--- src/rtl/fetch_queue_pkg.sv ---
// -----------------------------------------------------------------------------
// Package if_pkg
// Shared types and helpers for the instruction-fetch front end.
//   fetch_entry_t : one queued fetch result {pc, instr, pred_taken}. Fields are
//                   sized for the widest supported configuration (AW <= 64,
//                   IW <= 32). Narrower builds zero-extend on entry and
//                   truncate on exit.
//   OPC_B         : opcode of the unconditional PC-relative branch (B).
//   br_target()   : B target = pc + (SignExt(imm26) << 2).
// -----------------------------------------------------------------------------
package if_pkg;

    localparam int MAX_AW = 64;
    localparam int MAX_IW = 32;

    localparam logic [5:0] OPC_B = 6'b000101;

    typedef struct packed {
        logic [MAX_AW-1:0] pc;
        logic [MAX_IW-1:0] instr;
        logic              pred_taken;
    } fetch_entry_t;

    function automatic logic [MAX_AW-1:0] br_target(input logic [MAX_AW-1:0] pc,
                                                    input logic [25:0]       imm26);
        return pc + {{(MAX_AW-28){imm26[25]}}, imm26, 2'b00};
    endfunction

endpackage

--- src/rtl/fetch_queue_if_queue.sv ---
// -----------------------------------------------------------------------------
// Module if_queue
// Synchronous FIFO of fetch_entry_t with a single-cycle flush.
// Pointers carry one extra MSB so that full and empty are distinguishable.
// Ports:
//   clk      in   clock
//   rst      in   asynchronous active-high reset (clears pointers and storage)
//   i_flush  in   drop every entry (wins over push and pop)
//   i_push   in   write i_data at the tail (ignored when full)
//   i_data   in   entry to write
//   i_pop    in   advance the head (ignored when empty)
//   o_data   out  head entry (holds its last value while empty)
//   o_count  out  occupancy, 0..DEPTH
//   o_empty  out  no entries
//   o_full   out  DEPTH entries
// -----------------------------------------------------------------------------
module if_queue
    import if_pkg::*;
#(
    parameter int DEPTH = 4
) (
    input  logic                     clk,
    input  logic                     rst,
    input  logic                     i_flush,
    input  logic                     i_push,
    input  fetch_entry_t             i_data,
    input  logic                     i_pop,
    output fetch_entry_t             o_data,
    output logic [$clog2(DEPTH):0]   o_count,
    output logic                     o_empty,
    output logic                     o_full
);

    localparam int             PW      = $clog2(DEPTH);
    localparam logic [PW:0]    PTR_ONE = {{PW{1'b0}}, 1'b1};

    logic [PW:0]  r_wr_ptr;
    logic [PW:0]  r_rd_ptr;
    fetch_entry_t r_mem [DEPTH];

    logic w_do_push;
    logic w_do_pop;

    assign o_empty   = (r_wr_ptr == r_rd_ptr);
    assign o_full    = (r_wr_ptr[PW] != r_rd_ptr[PW]) && (r_wr_ptr[PW-1:0] == r_rd_ptr[PW-1:0]);
    assign o_count   = r_wr_ptr - r_rd_ptr;
    assign o_data    = r_mem[r_rd_ptr[PW-1:0]];
    assign w_do_push = i_push && !o_full;
    assign w_do_pop  = i_pop && !o_empty;

    // Pointer and storage update; flush collapses the tail onto the head so the
    // head slot (and hence o_data) keeps its last value.
    always_ff @(posedge clk or posedge rst) begin
        if (rst) begin
            r_wr_ptr <= '0;
            r_rd_ptr <= '0;
            for (int i = 0; i < DEPTH; i++) begin
                r_mem[i] <= '0;
            end
        end else if (i_flush) begin
            r_wr_ptr <= r_rd_ptr;
        end else begin
            if (w_do_push) begin
                r_mem[r_wr_ptr[PW-1:0]] <= i_data;
                r_wr_ptr                <= r_wr_ptr + PTR_ONE;
            end
            if (w_do_pop) begin
                r_rd_ptr <= r_rd_ptr + PTR_ONE;
            end
        end
    end

endmodule

--- src/rtl/fetch_queue.sv ---
// -----------------------------------------------------------------------------
// Module fetch_queue
// Instruction-fetch front end: drives a 1-cycle-latency synchronous imem from
// an internal PC, buffers responses in if_queue and hands {pc, pc+4, instr} to
// decode over valid/ready. A redirect flushes the queue, kills the in-flight
// response and restarts fetch at redirect_pc on the following cycle.
// Credit rule: a request is issued only while (occupancy + in-flight) < DEPTH,
// so every response has a free slot and the queue cannot overflow.
// Optional feature (macro IF_UNCOND_PREDICT_EN): an arriving B instruction is
// queued with pred_taken=1 and fetch jumps to its target in the same cycle,
// killing the sequential request issued alongside. Requires IW == 32.
// Ports:
//   clk, reset       clock; asynchronous active-high reset
//   imem_req/addr    fetch request and its address (the current PC)
//   imem_data        instruction for last cycle's request
//   redirect_valid   flush and restart at redirect_pc
//   out_valid/ready  decode handshake for the queue head
//   out_instr/pc     head instruction and its PC
//   out_pc_plus4     head PC + 4 (link value)
//   out_pred_taken   head was predicted taken (0 when the feature is off)
//   q_level          queue occupancy
// -----------------------------------------------------------------------------
module fetch_queue
    import if_pkg::*;
#(
    parameter int              AW       = 64,
    parameter int              IW       = 32,
    parameter int              DEPTH    = 4,
    parameter logic [AW-1:0]   RESET_PC = '0
) (
    input  logic                     clk,
    input  logic                     reset,
    output logic                     imem_req,
    output logic [AW-1:0]            imem_addr,
    input  logic [IW-1:0]            imem_data,
    input  logic                     redirect_valid,
    input  logic [AW-1:0]            redirect_pc,
    output logic                     out_valid,
    input  logic                     out_ready,
    output logic [IW-1:0]            out_instr,
    output logic [AW-1:0]            out_pc,
    output logic [AW-1:0]            out_pc_plus4,
    output logic                     out_pred_taken,
    output logic [$clog2(DEPTH):0]   q_level
);

    localparam int              LW      = $clog2(DEPTH) + 1;
    localparam logic [AW-1:0]   PC_STEP = AW'(3'd4);
    localparam logic [LW-1:0]   LIMIT   = LW'(DEPTH);

    logic [AW-1:0] r_pc;
    logic [AW-1:0] r_req_pc;      // PC of the request whose response is due
    logic          r_inflight;    // a live (not killed) response arrives this cycle

    logic [LW-1:0] w_count;
    logic [LW-1:0] w_used;
    logic          w_empty;
    logic          w_full;
    logic          w_req;
    logic          w_push;
    logic          w_pop;
    logic          w_predict;
    logic [AW-1:0] w_br_pc;
    logic          w_unused;
    fetch_entry_t  w_entry;
    fetch_entry_t  w_head;

    // Occupancy plus the outstanding response must leave room for one more.
    assign w_used = w_count + {{(LW-1){1'b0}}, r_inflight};
    assign w_req  = !reset && !redirect_valid && (w_used < LIMIT);
    assign w_push = r_inflight && !redirect_valid;
    assign w_pop  = out_valid && out_ready && !redirect_valid;

`ifdef IF_UNCOND_PREDICT_EN
    logic [MAX_AW-1:0] w_br_full;

    assign w_predict      = w_push && (imem_data[31:26] == OPC_B);
    assign w_br_full      = br_target(MAX_AW'(r_req_pc), imem_data[25:0]);
    assign w_br_pc        = w_br_full[AW-1:0];
    assign out_pred_taken = w_head.pred_taken;
    assign w_unused       = ^{w_head, w_full, w_br_full};
`else
    assign w_predict      = 1'b0;
    assign w_br_pc        = r_pc;
    assign out_pred_taken = 1'b0;
    assign w_unused       = ^{w_head, w_full};
`endif

    // Build the queue entry for the arriving response.
    always_comb begin
        w_entry            = '0;
        w_entry.pc         = MAX_AW'(r_req_pc);
        w_entry.instr      = MAX_IW'(imem_data);
        w_entry.pred_taken = w_predict;
    end

    // PC and in-flight tracking; redirect beats prediction beats sequential fetch.
    // A predicted B leaves the same-cycle request unmarked so its response is dropped.
    always_ff @(posedge clk or posedge reset) begin
        if (reset) begin
            r_pc       <= RESET_PC;
            r_req_pc   <= RESET_PC;
            r_inflight <= 1'b0;
        end else if (redirect_valid) begin
            r_pc       <= redirect_pc;
            r_inflight <= 1'b0;
        end else if (w_predict) begin
            r_pc       <= w_br_pc;
            r_inflight <= 1'b0;
        end else if (w_req) begin
            r_req_pc   <= r_pc;
            r_pc       <= r_pc + PC_STEP;
            r_inflight <= 1'b1;
        end else begin
            r_inflight <= 1'b0;
        end
    end

    if_queue #(
        .DEPTH   (DEPTH)
    ) u_queue (
        .clk     (clk),
        .rst     (reset),
        .i_flush (redirect_valid),
        .i_push  (w_push),
        .i_data  (w_entry),
        .i_pop   (w_pop),
        .o_data  (w_head),
        .o_count (w_count),
        .o_empty (w_empty),
        .o_full  (w_full)
    );

    assign imem_req     = w_req;
    assign imem_addr    = r_pc;
    assign out_valid    = !w_empty;
    assign out_instr    = w_head.instr[IW-1:0];
    assign out_pc       = w_head.pc[AW-1:0];
    assign out_pc_plus4 = reset ? '0 : (out_pc + PC_STEP);
    assign q_level      = w_count;

endmodule

--- config.mk ---
export PLATFORM = sky130hd
export DESIGN_NAME = fetch_queue
export DESIGN_NICKNAME = d
export VERILOG_FILES = /design/src/rtl/fetch_queue_pkg.sv /design/src/rtl/fetch_queue_if_queue.sv /design/src/rtl/fetch_queue.sv
export SDC_FILE = /design/constraint.sdc
export NUM_CORES = 1
export LEC_CHECK = 0
export CAP_MARGIN = 10
export CORE_MARGIN = 2
export CORE_UTILIZATION = 45
export CTS_CLUSTER_SIZE = 30
export DETAILED_ROUTE_END_ITERATION = 16
export PLACE_DENSITY = 0.65
export SYNTH_ARGS = -nofsm -noshare
export SYNTH_HDL_FRONTEND = slang
export SYNTH_SLANG_ARGS = --single-unit
--- constraint.sdc ---
create_clock -name clk -period 13.9 [get_ports clk]
set_input_delay 2.085 -clock clk [delete_from_list [all_inputs] [get_ports clk]]
set_output_delay 2.085 -clock clk [all_outputs]
set_load 0.02 [all_outputs]
==> summary.txt, run 1 <==
Outcome
  – Status: finished clean

Route
  – Mean number of vias per cell: 5.88
  – Via count: 17.1k
  – DRC viols: 0
  – Detail Route Antenna Nets: 0
  – WL final: 71100 um
  – Initial DRC Count: 1189
  – Drt pass-1 iters: 6
  – Routed length per instance: 24.5 um

Global routing
  – GRT overflow: 0
  – Global-route wire length before repair: 108000 um
  – Pin count of the biggest net entering global routing: 166
  – Initial antenna violation count: 3
  – Vias in the first global route: 17.5k
  – Total GRT Usage: 25.0%

Clock network
  – Clk sinks: 519
  – CTS buffer count: 54
  – CTS H-tree lvls: 2
  – Hold_buf cts: 0
  – Post-cts sizing count: 0
  – CTS tree: built
  – Clock Path Buffers: 3
  – Clk root buf: clkbuf_16
  – Clock-pin transition on the worst setup and hold timing paths: 0.06 ns
  – Setup bufs post-CTS: 0
  – Clock Latency Late Sink: 0.60 ns

Logic synthesis
  – Post-synth top area cell: dfrtp_1
  – Ys flop type: dfrtp_1
  – Yosys warning total: 0
  – Avg Synthesized Cell Area: 13.3 sq um
  – Yosys top cell area share: 52.3%
  – Post-synthesis cell type count: 61
  – Syn Inst Count: 1861
  – Synth top area cells: dfrtp_1 (52%), mux2_2 (21%), mux4_2 (7.9%)
  – Flop and latch count out of synthesis: 519
  – Sequential area share after synthesis: 52.3%
  – Net count after synthesis: 1971
  – Async set or reset register ratio after synthesis: 100%
  – EDFF count, synth: 0
  – Post-Syn Area: 24800 sq um

Pwr
  – Leak: 13.2 nW
  – Combinational power share: 43.0%
  – Sw Ratio: 35.9%
  – Peak VDD IR: 0.000115 V
  – Power Density: 239 nW/um^2
  – Clock share of power: 21.6%
  – NetSw: 0.00263 W
  – Seq pwr share: 35.4%
  – Internal power: 0.00470 W

Timing
  – Worst Setup Slack, final: 5.93 ns
  – Layout Skew: 0.0122 ns
  – Setup_tns: 0 ns
  – Final Max Slew Viols: 0
  – # setup viols final: 0
  – FMAX: 126 MHz
  – Period minus WS final: 7.97 ns
  – Final Hold Viols: 0
  – Final Cycle Share: 57.3%
  – Max_slew headroom: 23.5%
  – Tightest Pin Transition: 1.15 ns
  – RSZ-0062 raised after global routing: no

Placement
  – GPL Wtd Cong: 0.821
  – Placed instance area: 28700 sq um
  – Placed cells: 2801
  – Port bufs: 328
  – Detail Placement HPWL: 47700 um
  – Post-Place Setup Slack: 6.48 ns

Floorplan
  – Starting Density: 45.3%
  – Die width: 239 um
  – Core ar.: 54800 sq um
  – Die Span Y: 239 um
  – Die area: 57000 sq um
  – Site row count: 86
  – Io pins: 330

Layout
  – Most common cell after layout, fill and taps aside: dfrtp_1
  – Layout cell share with drive strength beyond 1: 30.7%
  – Post-route cell area: 30700 sq um
  – Final Util: 56.0%
  – Non-Filler Instances: 2906
  – Commonest non-fill, non-tap cells in the layout: dfrtp_1 (517), mux2_2 (453), clkdlybuf4s50_1 (326)
  – Nets: 2263
  – Area Growth Syn to Fin: 23.6%

Critical path
  – CP arrival: 5.88 ns
  – Worst Setup Start Kind: register
  – Highest net fanout along the worst path: 40
  – R2R setup slack: 8.27 ns
  – Cell count of the worst reg-to-reg path: 9
  – Crit Path Class: register to primary output
  – CP Data Required Time: 11.81 ns
  – CP endpoint kind: primary output

Job
  – Maxcap violations: 0

Worst hold path
  – Hold path depth: 1
  – Min-delay worst type: register to register
worst max-delay path, cell delays in order, from the launching register on:
cell	delay, ns
dfrtp_4	1.00
buf_4	0.68
mux4_2	0.40
ha_1	0.25
nand2_1	0.08
o22ai_1	0.45
and3_1	0.31
nand4_1	0.53
or4_1	0.69
a21oi_1	0.19
clkdlybuf4s50_1	0.63
registers in the layout, indices dropped and copies added (netlist names):
name	count
r_req_pc	64
u_queue.r_mem	384
imem_addr	64
u_queue.r_rd_ptr	3
r_inflight	1
u_queue.r_wr_ptr	3
layout make-up:
cell class | count | area [sq um]
multi-input cells | 1206 | 11300
well taps | 704 | 881
fillers | 4423 | 24100
clock buffers | 77 | 1610
flip-flops and latches | 519 | 13000
clock inverters | 24 | 352
repair buffers | 348 | 3440
diodes | 4 | 10.0
inverters | 24 | 97.6
power groups by stage:
stage	sequential, W	clock, W	combinational, W
finish	0.00260	0.00158	0.00315
global route	0.00268	0.00167	0.00333
CTS	0.00259	0.00161	0.00317
detailed placement	0.00262	0	0.00316
global placement	0.00257	0	0.00312
floorplan	0.00242	0	0.00204
cell families after synthesis:
kind of cell / after synthesis / share of synthesized area [%]
compound gates: 134 / 3.12
xor+xnor: 77 / 2.77
fa+ha+maj: 10 / 0.534
buf+inv: 136 / 2.40
flops: 519 / 52.3
mux: 553 / 29.6
other cells: 1 / 0.0151
simple gates: 431 / 9.27
cells in the mapped netlist, drive strengths merged (14+ instances only):
cell type / number
dfrtp: 519
mux2: 453
nand2: 114
mux4: 96
nor2: 66
o21ai: 66
clkbuf: 58
nand3: 55
buf: 54
xnor2: 47
nand4: 38
and3: 33
a21oi: 29
xor2: 29
or4: 27
inv: 23
or3: 20
o31ai: 18
nor4: 17
nor3: 16
and2: 14
and4: 14
per-layer routing:
layer	up-vias	GRT usage, %	share of wire, %
li1	7467	-	-
met1	8969	34.1	43
met2	520	40.2	48
met3	126	4.84	6.1
met4	2	8.13	3.0
met5	-	0	0.018
metrics by stage:
stage	power, W	hold WS (ns)
finish	0.00733	0.499
global route	0.00768	0.506
detailed placement	0.00577	0.487
floorplan	0.00447	0.470
CTS	0.00738	0.500
global placement	0.00569	0.479
final timing paths:
path,start,end
min reg2reg,u_queue.r_mem[272],u_queue.r_mem[272]
min,u_queue.r_mem[272],u_queue.r_mem[272]
max reg2reg,u_queue.r_rd_ptr[1],r_req_pc[49]
min in group asynchronous,reset,imem_addr[16]
max in group asynchronous,reset,u_queue.r_mem[311]
max,u_queue.r_rd_ptr[1],out_pc_plus4[60]
(Power assumes the default switching activity.)
==> inputs of run 2 (changes only) <==
Settings changed: PLACE_DENSITY 0.65 to 0.68.
Clock period 13.9 ns to 6.95 ns, I/O delays scaled along.
==> summary.txt, run 2 (synthesized netlist as in run 1, its figures left out) <==
Outcome
  – Status: finished clean (unchanged)

Pwr
  – Power Density: 473 nW/um^2 (was 239 nW/um^2)
  – Leak: 13.2 nW (about the same)
  – Final Power: 0.0145 W (was 0.00733 W)
  – Peak VDD IR: 0.000282 V (was 0.000115 V)

Critical path
  – Delay-heaviest family, CP: simple AND/OR/NAND/NOR gates (unchanged)
  – Crit Path Class: register to primary output (unchanged)
  – R2R setup slack: 1.80 ns (was 8.27 ns)
  – Highest net fanout along the worst path: 39 (was 40)
  – CP endpoint kind: primary output (unchanged)
  – Worst Setup Start Kind: register (unchanged)
  – CP bufs+invs: 1 (was 2)
  – CP Data Required Time: 5.91 ns (was 11.81 ns)
  – Crit path largest cell delay: 0.97 ns (was 1.00 ns)
  – Crit-path cells: mux4_2 > ha_1 > nand2_1 > o22ai_1 > and3_1 > nand4_1 > or4_1 > a21oi_1 > clkdlybuf4s50_1 (was buf_4 > mux4_2 > ha_1 > nand2_1 > o22ai_1 > and3_1 > nand4_1 > or4_1 > a21oi_1 > clkdlybuf4s50_1)
  – CP arrival: 5.23 ns (was 5.88 ns)
  – CP max-delay cell: dfrtp_4 (unchanged)

Timing
  – Hold_ws: 0.496 ns (was 0.499 ns)
  – Final Max Slew Viols: 0 (unchanged)
  – # setup viols final: 0 (unchanged)
  – Max_slew headroom: 19.2% (was 23.5%)
  – Tightest Pin Transition: 1.21 ns (was 1.15 ns)
  – Final Cycle Share: 90.2%
  – Layout Skew: 0.0302 ns (was 0.0122 ns)
  – Setup_tns: 0 ns (unchanged)
  – FMAX: 160 MHz
  – Worst Setup Slack, final: 0.681 ns (was 5.93 ns)
  – Period minus WS final: 6.27 ns
  – Final Hold Viols: 0 (unchanged)
  – RSZ-0062 raised after global routing: no (unchanged)

Route
  – WL final: 71400 um (was 71100 um)
  – Initial DRC Count: 1170 (was 1189)
  – Detail Route Antenna Nets: 0 (unchanged)
  – Via count: 17.2k (was 17.1k)
  – Mean number of vias per cell: 5.92 (was 5.88)
  – DRC viols: 0 (unchanged)
  – Drt pass-1 iters: 5 (was 6)
  – Routed length per instance: 24.6 um (was 24.5 um)

Layout
  – Biggest register: u_queue.r_mem (unchanged)
  – Antenna cells: 0 (was 4)
  – Most common cell after layout, fill and taps aside: dfrtp_1 (unchanged)
  – Filler Cell Count: 4373 (was 4423)
  – Commonest non-fill, non-tap cells in the layout: dfrtp_1 (517), mux2_2 (453), clkdlybuf4s50_1 (326) (unchanged)
  – Nets: 2270 (was 2263)
  – Max FFs per register: 384 (unchanged)
  – Area Growth Syn to Fin: 23.1% (was 23.6%)
  – Layout cell share with drive strength beyond 1: 30.6% (was 30.7%)

Placement
  – Port bufs: 328 (unchanged)
  – Detail Placement HPWL: 48500 um (was 47700 um)
  – Post-Place Setup Slack: 1.31 ns (was 6.48 ns)
  – GPL Wtd Cong: 0.868 (was 0.821)

Clock network
  – Hold_buf cts: 0 (unchanged)
  – Clock Path Buffers: 3 (unchanged)
  – Post-cts sizing count: 0 (unchanged)
  – Clock-pin transition on the worst setup and hold timing paths: 0.06 ns (about the same)
  – CTS H-tree lvls: 2 (unchanged)
  – Setup bufs post-CTS: 0 (unchanged)
  – CTS buffer count: 54 (unchanged)
  – CTS tree: built (unchanged)
  – Clk sinks: 519 (unchanged)
  – Clk root buf: clkbuf_16 (unchanged)
  – Clock Latency Late Sink: 0.61 ns (was 0.60 ns)

Global routing
  – Total GRT Usage: 25.1% (was 25.0%)
  – Vias in the first global route: 17.7k (was 17.5k)
  – Global-route wire length before repair: 109000 um (was 108000 um)
  – Initial antenna violation count: 1 (was 3)
  – Pin count of the biggest net entering global routing: 192 (was 166)
  – GRT overflow: 0 (unchanged)

Floorplan
  – Die area: 57000 sq um (unchanged)
  – Site row count: 86 (unchanged)
  – Io pins: 330 (unchanged)
  – Die width: 239 um (unchanged)
  – Starting Density: 45.3% (unchanged)
  – Core ar.: 54800 sq um (unchanged)
  – Die Span Y: 239 um (unchanged)

Worst hold path
  – Min-delay worst type: register to register (unchanged)

Job
  – Maxcap violations: 0 (unchanged)
## run 2: cell count changes in the layout (fill, tap and decap cells not counted), sizes merged
cell	previous run	this run
buf	22	29
bufinv	9	3
clkbuf	77	83
clkinv	14	8
diode	4	0
clkinvlp	1	0
inv	24	25
## run 2: cell type report
class	count	area, sq um	area share [%]
sequential	519	13000	42.5
tap	704	881	2.88
timing repair buffer	355	3520	11.5
clock buffer	83	1630	5.34
inverter	24	106	0.348
multi-input combinational	1206	11300	36.9
clock inverter	12	143	0.467
## run 2: path summary, 6_finish.rpt
| kind | start | to | cells after the start |
|---|---|---|---|
| max in group asynchronous | reset | u_queue.r_mem[146] | 3 |
| worst max-delay path | u_queue.r_rd_ptr[1] | out_pc_plus4[54] | 9 |
| worst min register to register | u_queue.r_mem[138] | u_queue.r_mem[138] | 1 |
| worst max register to register | u_queue.r_rd_ptr[1] | u_queue.r_mem[314] | 10 |
| min in group asynchronous | reset | u_queue.r_mem[331] | 2 |
| worst min-delay path | u_queue.r_mem[138] | u_queue.r_mem[138] | 1 |
## run 2: power breakdown
part	internal (W)	switching, W	leakage, nW	total [W]
registers	0.00426	0.000970	6.65	0.00523
clock network	0.00172	0.00119	0.880	0.00290
logic	0.00323	0.00311	5.65	0.00634
## run 2: layer usage
| metal | GRT usage, % | vias to the layer above | share of wire, % |
|---|---|---|---|
| met5 | 0 | - | 0.018 |
| met4 | 8.98 | 2 | 3.5 |
| met3 | 5.06 | 137 | 6.2 |
| met2 | 40.8 | 564 | 48 |
| met1 | 33.6 | 9002 | 42 |
| li1 | - | 7480 | - |
## run 2: stage by stage
stage | cell area [sq um] | util (%) | std cells
2_1_floorplan | 24800 | - | 1861
3_3_place_gp | 28800 | 52.6 | 2808
3_5_place_dp | 28800 | 52.6 | 2808
4_1_cts | 30600 | 55.8 | 2903
5_1_grt | 30600 | 55.8 | 2903
6_report | 30600 | 55.8 | 2903
## run 2: worst reg2reg max path, stage by stage, from the launching register on
cell	delay (ns)
dfrtp_4	0.97
buf_4	0.47
buf_4	0.49
inv_1	0.11
ha_1	0.31
nand2_1	0.05
o21ai_0	0.54
nor2_1	0.35
nand2_4	0.78
buf_4	0.55
mux2_2	0.40
